[config.mk]
export PLATFORM = sky130hd
export DESIGN_NAME = ctl_game_flat
export DESIGN_NICKNAME = d
export VERILOG_FILES = /design/src/rtl/ctl_game_if.sv /design/src/rtl/ctl_game.sv /design/src/flat_wrapper.sv
export SDC_FILE = /design/constraint.sdc
export NUM_CORES = 1
export LEC_CHECK = 0
export ABC_CLOCK_PERIOD_IN_PS = 2560
export CAP_MARGIN = 20
export CORE_MARGIN = 4
export CORE_UTILIZATION = 57
export DETAILED_ROUTE_END_ITERATION = 7
export GPL_TIMING_DRIVEN = 0
export PLACE_DENSITY = 0.9
export SYNTH_ARGS = -nofsm -noshare
export SYNTH_HDL_FRONTEND = slang
export SYNTH_SLANG_ARGS = --single-unit
[constraint.sdc]
create_clock -name clk -period 2.56 [get_ports clk]
set_input_delay 0.768 -clock clk [delete_from_list [all_inputs] [get_ports clk]]
set_output_delay 0.768 -clock clk [all_outputs]
set_load 0.005 [all_outputs]
[src/rtl/ctl_game_if.sv]
// ctl_game_if: handshake/status bundle between the Duck Hunt game sequencer and the ctrl section.
//   master: drives new_frame, start_btn, pause, hit, miss; observes sequencer outputs
//   slave : the sequencer (ctl_game)
interface ctl_game_if;
    logic       new_frame;
    logic       start_btn;
    logic       pause;
    logic       hit;
    logic       miss;
    logic       duck_launch;
    logic       duck_active;
    logic       reset_score;
    logic       looser;
    logic       game_running;
    logic [3:0] round_num;
    logic [3:0] hit_cnt;
    modport master (
        output new_frame, start_btn, pause, hit, miss,
        input  duck_launch, duck_active, reset_score, looser, game_running, round_num, hit_cnt
    );
    modport slave (
        input  new_frame, start_btn, pause, hit, miss,
        output duck_launch, duck_active, reset_score, looser, game_running, round_num, hit_cnt
    );
endinterface

[src/rtl/ctl_game.sv]
// ctl_game: Duck Hunt round sequencer (launch, flight, hit/escape result, game over).
//   clk, rst : 65 MHz clock, synchronous active-high reset
//   bus      : ctl_game_if.slave (frame tick, start/pause, hit/miss in; launch, active,
//              reset_score, looser, game_running, round_num, hit_cnt out)
//   CTL_GAME_SPEEDUP_EN: when defined, flight length shrinks by 16 frames per round (floor 60).
module ctl_game #(
    parameter int ROUNDS_PER_GAME = 10,
    parameter int SHOTS_PER_DUCK  = 3,
    parameter int FLIGHT_FRAMES   = 300,
    parameter int RESULT_FRAMES   = 60,
    parameter int MIN_HITS        = 6
) (
    input logic       clk,
    input logic       rst,
    ctl_game_if.slave bus
);
    localparam int FW = $clog2(FLIGHT_FRAMES + 1);
    localparam int RW = $clog2(RESULT_FRAMES + 1);
    localparam int SW = $clog2(SHOTS_PER_DUCK + 1);
    typedef enum logic [2:0] {S_IDLE, S_LAUNCH, S_FLIGHT, S_RESULT, S_OVER} state_t;
    state_t r_state, w_next;
    logic          r_start_q, w_edge;
    logic [SW-1:0] r_shots;
    logic [FW-1:0] r_frames, w_limit;
    logic [RW-1:0] r_res;
    logic [3:0]    r_round, r_hits;
    logic          r_launch, r_active, r_rscore, r_looser, r_running;
    logic          w_launch, w_active, w_rscore, w_looser, w_running;
    logic          w_shot_out, w_time_out, w_res_done, w_wait_start;
    // Tracks the button even while paused so a held button never looks like a new press.
    always_ff @(posedge clk) r_start_q <= bus.start_btn;
    assign w_edge       = bus.start_btn & ~r_start_q;
    assign w_wait_start = (r_state == S_IDLE) || (r_state == S_OVER);
    assign w_shot_out   = bus.miss && int'(r_shots) + 1 >= SHOTS_PER_DUCK;
    assign w_time_out   = bus.new_frame && int'(r_frames) + 1 >= int'(w_limit);
    assign w_res_done   = bus.new_frame && int'(r_res) + 1 >= RESULT_FRAMES;
`ifdef CTL_GAME_SPEEDUP_EN
    logic [FW-1:0] r_limit;
    int            w_lim;
    // r_round already holds the new round number while in LAUNCH.
    always_comb w_lim = FLIGHT_FRAMES - 16 * (int'(r_round) - 1);
    always_ff @(posedge clk) begin
        if (rst)
            r_limit <= FW'(FLIGHT_FRAMES);
        else if (!bus.pause && r_state == S_LAUNCH)
            r_limit <= FW'(w_lim < 60 ? 60 : w_lim);
    end
    assign w_limit = r_limit;
`else
    assign w_limit = FW'(FLIGHT_FRAMES);
`endif
    always_ff @(posedge clk) begin
        if (rst)
            r_state <= S_IDLE;
        else if (!bus.pause)
            r_state <= w_next;
    end
    // The start edge first raises reset_score; the registered pulse then moves the FSM to LAUNCH,
    // which places duck_launch exactly one cycle after reset_score.
    always_comb begin
        w_next = r_state;
        case (r_state)
            S_IDLE, S_OVER: w_next = r_rscore ? S_LAUNCH : r_state;
            S_LAUNCH:       w_next = S_FLIGHT;
            S_FLIGHT:       w_next = (bus.hit || w_shot_out || w_time_out) ? S_RESULT : S_FLIGHT;
            S_RESULT:       w_next = !w_res_done ? S_RESULT :
                                     (int'(r_round) >= ROUNDS_PER_GAME ? S_OVER : S_LAUNCH);
            default:        w_next = S_IDLE;
        endcase
    end
    always_comb begin
        w_rscore  = w_wait_start && w_edge && !r_rscore;
        w_launch  = w_next == S_LAUNCH;
        w_active  = w_next == S_FLIGHT;
        w_running = !(w_next == S_IDLE || w_next == S_OVER);
        w_looser  = w_next == S_OVER && int'(r_hits) < MIN_HITS;
    end
    always_ff @(posedge clk) begin
        if (rst) begin
            r_launch  <= 1'b0;
            r_active  <= 1'b0;
            r_rscore  <= 1'b0;
            r_looser  <= 1'b0;
            r_running <= 1'b0;
            r_round   <= '0;
            r_hits    <= '0;
            r_shots   <= '0;
            r_frames  <= '0;
            r_res     <= '0;
        end else if (!bus.pause) begin
            r_launch  <= w_launch;
            r_active  <= w_active;
            r_rscore  <= w_rscore;
            r_looser  <= w_looser;
            r_running <= w_running;
            r_round   <= (w_wait_start && w_next == S_LAUNCH) ? 4'd1 :
                         (r_state == S_RESULT && w_next == S_LAUNCH && r_round != 4'hF) ? r_round + 4'd1 :
                         r_round;
            r_hits    <= (w_wait_start && w_next == S_LAUNCH) ? '0 :
                         (r_state == S_FLIGHT && bus.hit && r_hits != 4'hF) ? r_hits + 4'd1 : r_hits;
            // A hit in the same cycle as a miss leaves the shot counter alone.
            r_shots   <= r_state == S_LAUNCH ? '0 :
                         (r_state == S_FLIGHT && !bus.hit && bus.miss && int'(r_shots) < SHOTS_PER_DUCK) ?
                         r_shots + SW'(1) : r_shots;
            r_frames  <= r_state == S_LAUNCH ? '0 :
                         (r_state == S_FLIGHT && bus.new_frame && int'(r_frames) < FLIGHT_FRAMES) ?
                         r_frames + FW'(1) : r_frames;
            r_res     <= r_state != S_RESULT ? '0 :
                         (bus.new_frame && int'(r_res) < RESULT_FRAMES) ? r_res + RW'(1) : r_res;
        end
    end
    assign bus.duck_launch  = r_launch;
    assign bus.duck_active  = r_active;
    assign bus.reset_score  = r_rscore;
    assign bus.looser       = r_looser;
    assign bus.game_running = r_running;
    assign bus.round_num    = r_round;
    assign bus.hit_cnt      = r_hits;
endmodule

[src/flat_wrapper.sv]
// flat-port wrapper written by rule: the top's interface ports become plain ports
module ctl_game_flat 
#(
    parameter int ROUNDS_PER_GAME = 10,
    parameter int SHOTS_PER_DUCK  = 3,
    parameter int FLIGHT_FRAMES   = 300,
    parameter int RESULT_FRAMES   = 60,
    parameter int MIN_HITS        = 6
)
  (clk, rst, bus_new_frame, bus_start_btn, bus_pause, bus_hit, bus_miss, bus_duck_launch, bus_duck_active, bus_reset_score, bus_looser, bus_game_running, bus_round_num, bus_hit_cnt);
  ctl_game_if bus_i ();
  input logic clk;
  input logic rst;
  input wire logic [$bits(bus_i.new_frame)-1:0] bus_new_frame;
  input wire logic [$bits(bus_i.start_btn)-1:0] bus_start_btn;
  input wire logic [$bits(bus_i.pause)-1:0] bus_pause;
  input wire logic [$bits(bus_i.hit)-1:0] bus_hit;
  input wire logic [$bits(bus_i.miss)-1:0] bus_miss;
  output wire logic [$bits(bus_i.duck_launch)-1:0] bus_duck_launch;
  output wire logic [$bits(bus_i.duck_active)-1:0] bus_duck_active;
  output wire logic [$bits(bus_i.reset_score)-1:0] bus_reset_score;
  output wire logic [$bits(bus_i.looser)-1:0] bus_looser;
  output wire logic [$bits(bus_i.game_running)-1:0] bus_game_running;
  output wire logic [$bits(bus_i.round_num)-1:0] bus_round_num;
  output wire logic [$bits(bus_i.hit_cnt)-1:0] bus_hit_cnt;
  assign bus_i.new_frame = bus_new_frame;
  assign bus_i.start_btn = bus_start_btn;
  assign bus_i.pause = bus_pause;
  assign bus_i.hit = bus_hit;
  assign bus_i.miss = bus_miss;
  assign bus_duck_launch = bus_i.duck_launch;
  assign bus_duck_active = bus_i.duck_active;
  assign bus_reset_score = bus_i.reset_score;
  assign bus_looser = bus_i.looser;
  assign bus_game_running = bus_i.game_running;
  assign bus_round_num = bus_i.round_num;
  assign bus_hit_cnt = bus_i.hit_cnt;
  ctl_game #(.ROUNDS_PER_GAME(ROUNDS_PER_GAME), .SHOTS_PER_DUCK(SHOTS_PER_DUCK), .FLIGHT_FRAMES(FLIGHT_FRAMES), .RESULT_FRAMES(RESULT_FRAMES), .MIN_HITS(MIN_HITS)) u_core (.clk(clk), .rst(rst), .bus(bus_i));
endmodule
==> Word level (Yosys, flattened, before mapping) <==
Cells that the tools add are included.
W data, S select, Z words.
{ "word_totals": {"register_bits": 34, "input_bits": 7, "word_cells": 93, "output_inout_bits": 13} }
{ "classes": {"mux": 15, "order_cmp": 8, "n_eq_ne": 10, "n_bitwise": 3, "n_reduce_logical": 37, "n_addsub": 8} }
{ "op_table": {"columns": ["cell", "n"], "rows": [
  ["$ge A32 B10 Y1 const B", 1],
  ["$ge A32 B3 Y1 const B", 1],
  ["$ge A32 B7 Y1 const B", 1],
  ["$mux W9", 2],
  ["$logic_and A1 B1 Y1", 17],
  ["$mux W4", 4],
  ["$mux W6", 2],
  ["$pmux W3 S4", 1],
  ["$add A9 B1 Y10 const B", 1],
  ["$reduce_and A2 Y1", 5],
  ["$reduce_bool A2 Y1", 5],
  ["$add A9 B1 Y9 const B", 1],
  ["$eq A3 B2 Y1 const B", 3],
  ["$lt A9 B9 Y1 const B", 1],
  ["$mux W3", 3],
  ["$add A4 B1 Y4 const B", 2],
  ["$ne A4 B4 Y1 const B", 2],
  ["$add A6 B1 Y7 const B", 1],
  ["$add A6 B1 Y6 const B", 1],
  ["$eq A3 B1 Y1 const B", 2],
  ["$eq A3 B3 Y1 const B", 2],
  ["$logic_not A3 Y1", 2],
  ["$lt A6 B6 Y1 const B", 1],
  ["$ge A4 B4 Y1 const B", 1],
  ["other kinds (12)", 19]
]} }

==> Depth between registers and ports, before layout <==
Gate-level depths: netlist of the first run.
{ "depth": {"ltp_word": 12, "depth_mapped": 7, "ltp_nobuf": 7} }

==> Least setup slack after synthesis of the first run <==
Ideal clock, no wire load.
{ "synth_timing": {"kind": "input to register", "startpoint": "in bus_pause", "endpoint": "reg u_core.r_frames[8]", "stages": 5, "arrival_ps": 2001, "n_path_buf": 2, "setup_time_ps": 128, "path_slack_ps": 432, "path_cell_list": "buf_6 > or4b_2 > clkbuf_1 > a22oi_1 > nor2_1"} }
{ "synth_between": {"elab_chain_len": 2} }
{ "synth_rtl": {"columns": ["element", "line_no", "rtl"], "rows": [
  ["start: declaration", "flat_wrapper.sv:16", "input wire logic [$bits(bus_i.pause)-1:0] bus_pause;"],
  ["$not A1 Y1 (no line)", null, null],
  ["$reduce_and A2 Y1 (no line)", null, null],
  ["end signal: assignment", "ctl_game.sv:105", "r_frames <= r_state == S_LAUNCH ? '0 :"],
  ["end: declaration", "ctl_game.sv:24", "logic [FW-1:0] r_frames, w_limit;"]
]} }
No other way between the ends.
A chain may end at the register's enable or synchronous reset.

==> Final worst setup path of the first run <==
{ "layout_timing": {"startpoint": "in bus_hit", "endpoint": "reg u_core.r_running (netlist: u_core.bus.game_running)"} }
{ "layout_between": {"elab_chain_len": 7, "word_cells_on_any_way": 8, "classes_between": "eq/ne: 1; mux: 2; reduce/logical: 5"} }
{ "layout_rtl": {"columns": ["element", "line_no", "rtl"], "rows": [
  ["start: declaration", "flat_wrapper.sv:17", "input wire logic [$bits(bus_i.hit)-1:0] bus_hit;"],
  ["$logic_or A1 B1 Y1 * (2 in a row)", "ctl_game.sv:65", "S_FLIGHT: w_next = (bus.hit || w_shot_out || w_time_out) ? S_RESULT : S_FLIGHT;"],
  ["$mux W1 *", "ctl_game.sv:65", null],
  ["$pmux W3 S4 *", "ctl_game.sv:62", "case (r_state)"],
  ["$eq A3 B3 Y1 or $logic_not A3 Y1 (tied branches)", "ctl_game.sv:75", "w_running = !(w_next == S_IDLE || w_next == S_OVER);"],
  ["$logic_or A1 B1 Y1 *", "ctl_game.sv:75", null],
  ["$logic_not A1 Y1 *", "ctl_game.sv:75", null],
  ["end signal: assignment", "ctl_game.sv:95", "r_running <= w_running;"],
  ["end: declaration", "ctl_game.sv:27", "logic r_launch, r_active, r_rscore, r_looser, r_running;"]
]} }
Every way passes the cells marked *; elsewhere a longest branch is shown, timed or not.

==> flow_metrics.tcl, run 1 <==
set metrics [dict create \
    cts_sinks 34 \
    fin_crit_sh 0.878 \
    ant_nets 0 \
    rows 21 \
    yosysTopAreaCell "dfxtp_1" \
    synthesis.nets 268 \
    h-tree-depth 2 \
    yosys.area_share.simple 0.284 \
    yosys-top-cells-count "dfxtp_1, nand3_1, nor2_1" \
    antenna_found_initial 0 \
    dp_slack_ps -28.8 \
    ios 20 \
    criticalPathCategory "primary input to flop" \
    synth_compound_area_frac 0.243 \
    crit_path_end_kind "flop" \
    synth.area.mux_share 0.00494 \
    regArea_um2 681 \
    synth-edff-count 0 \
    areaGrowthSynthToFinish_pct 14.3 \
    die_h_um 67.7 \
    cts_buffers 5 \
    report.final.slew_viol_count 0 \
    hp-class "flop to flop" \
    multi_input_area_um2 1210 \
    p_comb_frac 0.098 \
    fillers 264 \
    synth_warnings 0 \
    p_per_area_nw_per_um2 403 \
    routed_via_density 6.15 \
    core_area_um2 3390 \
    drive_gt1_frac 0.0978 \
    period_needed_ps 2250 \
    hold_viol 0 \
    dieArea_um2 4580 \
    synth_most_common_cell "dfxtp_1" \
    pwr-share-seq 0.578 \
    ys_ff_latch 34 \
    cts_setup_buffers 0 \
    dp_hpwl_um 3420 \
    cts.clk_slew.worst_paths_ps 100 \
    synth_top_family_by_area "simple AND/OR/NAND/NOR gates" \
    synth_seq_area_share 0.336 \
    p_int_uw 698 \
    power.clock.fraction 0.324 \
    switching_share 0.253 \
    setup_viol_count_final 0 \
    whs_ps 476 \
    wire_per_inst_um 14.6 \
    syn_area_um2 2030 \
    fin_ws_ps 313 \
    required_ps 2770 \
    synth.avg_cell_area_um2 8.05 \
    synth_flop_cell "dfxtp_1" \
    dr.pass1.iters 4 \
    yosys.area.top_type_share 0.336 \
    synthTopCellsByArea "dfxtp_1, nand3_1, ha_1, a21oi_1, nor2_1" \
    synth_xor_area_frac 0.00864 \
    num_antenna_cells 0 \
    slew_headroom 0.639 \
    grt_pass1_wl_um 8070 \
    drc 0 \
    cts_resized 0 \
    async_flop_share 0 \
    clkLatencyLatePin_ps 340 \
    grt_max_degree 11 \
    gr-total-overflow 0 \
    vdd_drop_max_mv 0.249 \
    rsz0062_at_grt "false" \
    worstPathArrival_ps 2450 \
    ctsHoldBuffers 0 \
    drt_wl_total_um 4700 \
    status "finished clean" \
    start_kind "primary input" \
    num-nets-final 293 \
    grt_usage 0.232 \
    p_leak_uw 0.000770 \
    synth_cells 252 \
    p_total_uw 935 \
    initial_core_util 0.598 \
    drt_iter0_drc 210 \
    grt_pass1_vias 1757 \
    synth_fa_ha_area_frac 0.0555 \
    cts-root-buf "clkbuf_4" \
    drv_cap 0 \
    fp.dieW_um 67.7 \
    clk_path_buf_depth 2 \
    fin_skew_ps 6.53 \
    num_vias 1979 \
    place_congestion 0.875 \
    tightest_slew_ps 541 \
    fmax_mhz 445 \
    portBuffers 18 \
    worstPathMaxFanout 4 \
    cts_tree "built" \
    synth.distinct_cells 57 \
    switching_power_uw 236 \
]
==> metal layers <==
layer	part of all wire	vias up	routed length [µm]	track usage
li1	-	978	-	-
met1	0.43	924	2030	0.294
met2	0.48	64	2270	0.386
met3	0.062	13	291	0.0399
met4	0.023	0	110	0.0987
met5	0	-	0	0
==> critical path, stage by stage <==
cell	delay, ps
clkdlybuf4s50_1	460
nor3_1	280
o32a_1	210
o221ai_1	110
a311oi_1	480
a221oi_1	140
==> layout make-up <==
type,instances,area share
Sequential cell,34,0.294
Timing Repair Buffer,18,0.0778
Inverter,8,0.0130
Tap cell,46,0.0248
Multi-Input combinational cell,191,0.522
Buffer,19,0.0464
Clock buffer,6,0.0221
==> power by group through the flow <==
stage	logic (µW)	registers [µW]	clock network, µW
floorplan	57.2	552	0
global placement	90.3	552	0
detailed placement	91.3	552	0
CTS	91.6	540	305
global route	101	541	334
finish	91.7	540	303
==> flip-flops by register name (all words and copies together), names as in the netlist <==
name	cells
u_core.bus.duck_launch	1
u_core.bus.hit_cnt	4
u_core.bus.looser	1
u_core.r_start_q	1
u_core.r_frames	9
u_core.r_res	6
u_core.r_state	3
u_core.bus.game_running	1
u_core.r_shots	2
u_core.bus.duck_active	1
u_core.bus.round_num	4
u_core.bus.reset_score	1
==> final timing paths <==
path,cells after the start,slack (ps),endpoint,from
setup / recovery,6,310,u_core.bus.game_running,bus_hit
hold / removal,2,480,u_core.bus.duck_launch,u_core.bus.duck_launch
setup reg to reg,7,370,u_core.bus.game_running,u_core.r_frames[0]
hold reg to reg,2,480,u_core.bus.duck_launch,u_core.bus.duck_launch
==> stage by stage <==
stage                     setup TNS, ps   util  area (µm²)  instances
after floorplan                       0      -        2030        252
after CTS                             0  0.684        2320        322
final                                 0  0.684        2320        322
after global routing                  0  0.684        2320        322
after global placement                0  0.669        2270        316
after detailed placement          -38.9  0.669        2270        316
==> cell usage in the layout, fill, tap and decap left out, types with 3 or more instances in the layout <==
cell type / instances
a21oi_1: 22
a22oi_1: 5
a311oi_1: 4
a31oi_1: 7
and3_1: 3
buf_2: 5
buf_6: 3
clkbuf_1: 8
clkbuf_4: 5
clkdlybuf4s50_1: 18
dfxtp_1: 34
ha_1: 9
inv_1: 8
nand2_1: 19
nand2b_1: 3
nand3_1: 24
nand4_1: 6
nor2_1: 24
nor3_1: 7
o21ai_0: 8
or2_2: 3
or3_1: 4
==> logic make-up (layout without fill, tap and decap cells) <==
group                      count (synthesis)  in the layout
DFF                                       34             34
AOI/OAI and AO/OA                         71             71
muxes                                      1              1
and+or+nand+nor                          108            108
buffers and inverters                     27             51
xor gates and xnor gates                   2              2
adders and majority gates                  9              9
No activity file was read; power rests on OpenSTA's default activity.
==> run 2, diff against run 1 <==
--- a/config.mk
+++ b/config.mk
@@ -12,6 +12,7 @@
 export DETAILED_ROUTE_END_ITERATION = 7
 export GPL_TIMING_DRIVEN = 0
 export PLACE_DENSITY = 0.9
+export SKIP_LAST_GASP = 1
 export SYNTH_ARGS = -nofsm -noshare
 export SYNTH_HDL_FRONTEND = slang
 export SYNTH_SLANG_ARGS = --single-unit
==> results of run 2 <==
No change in the layout: final DEF, timing and power equal those of run 1.
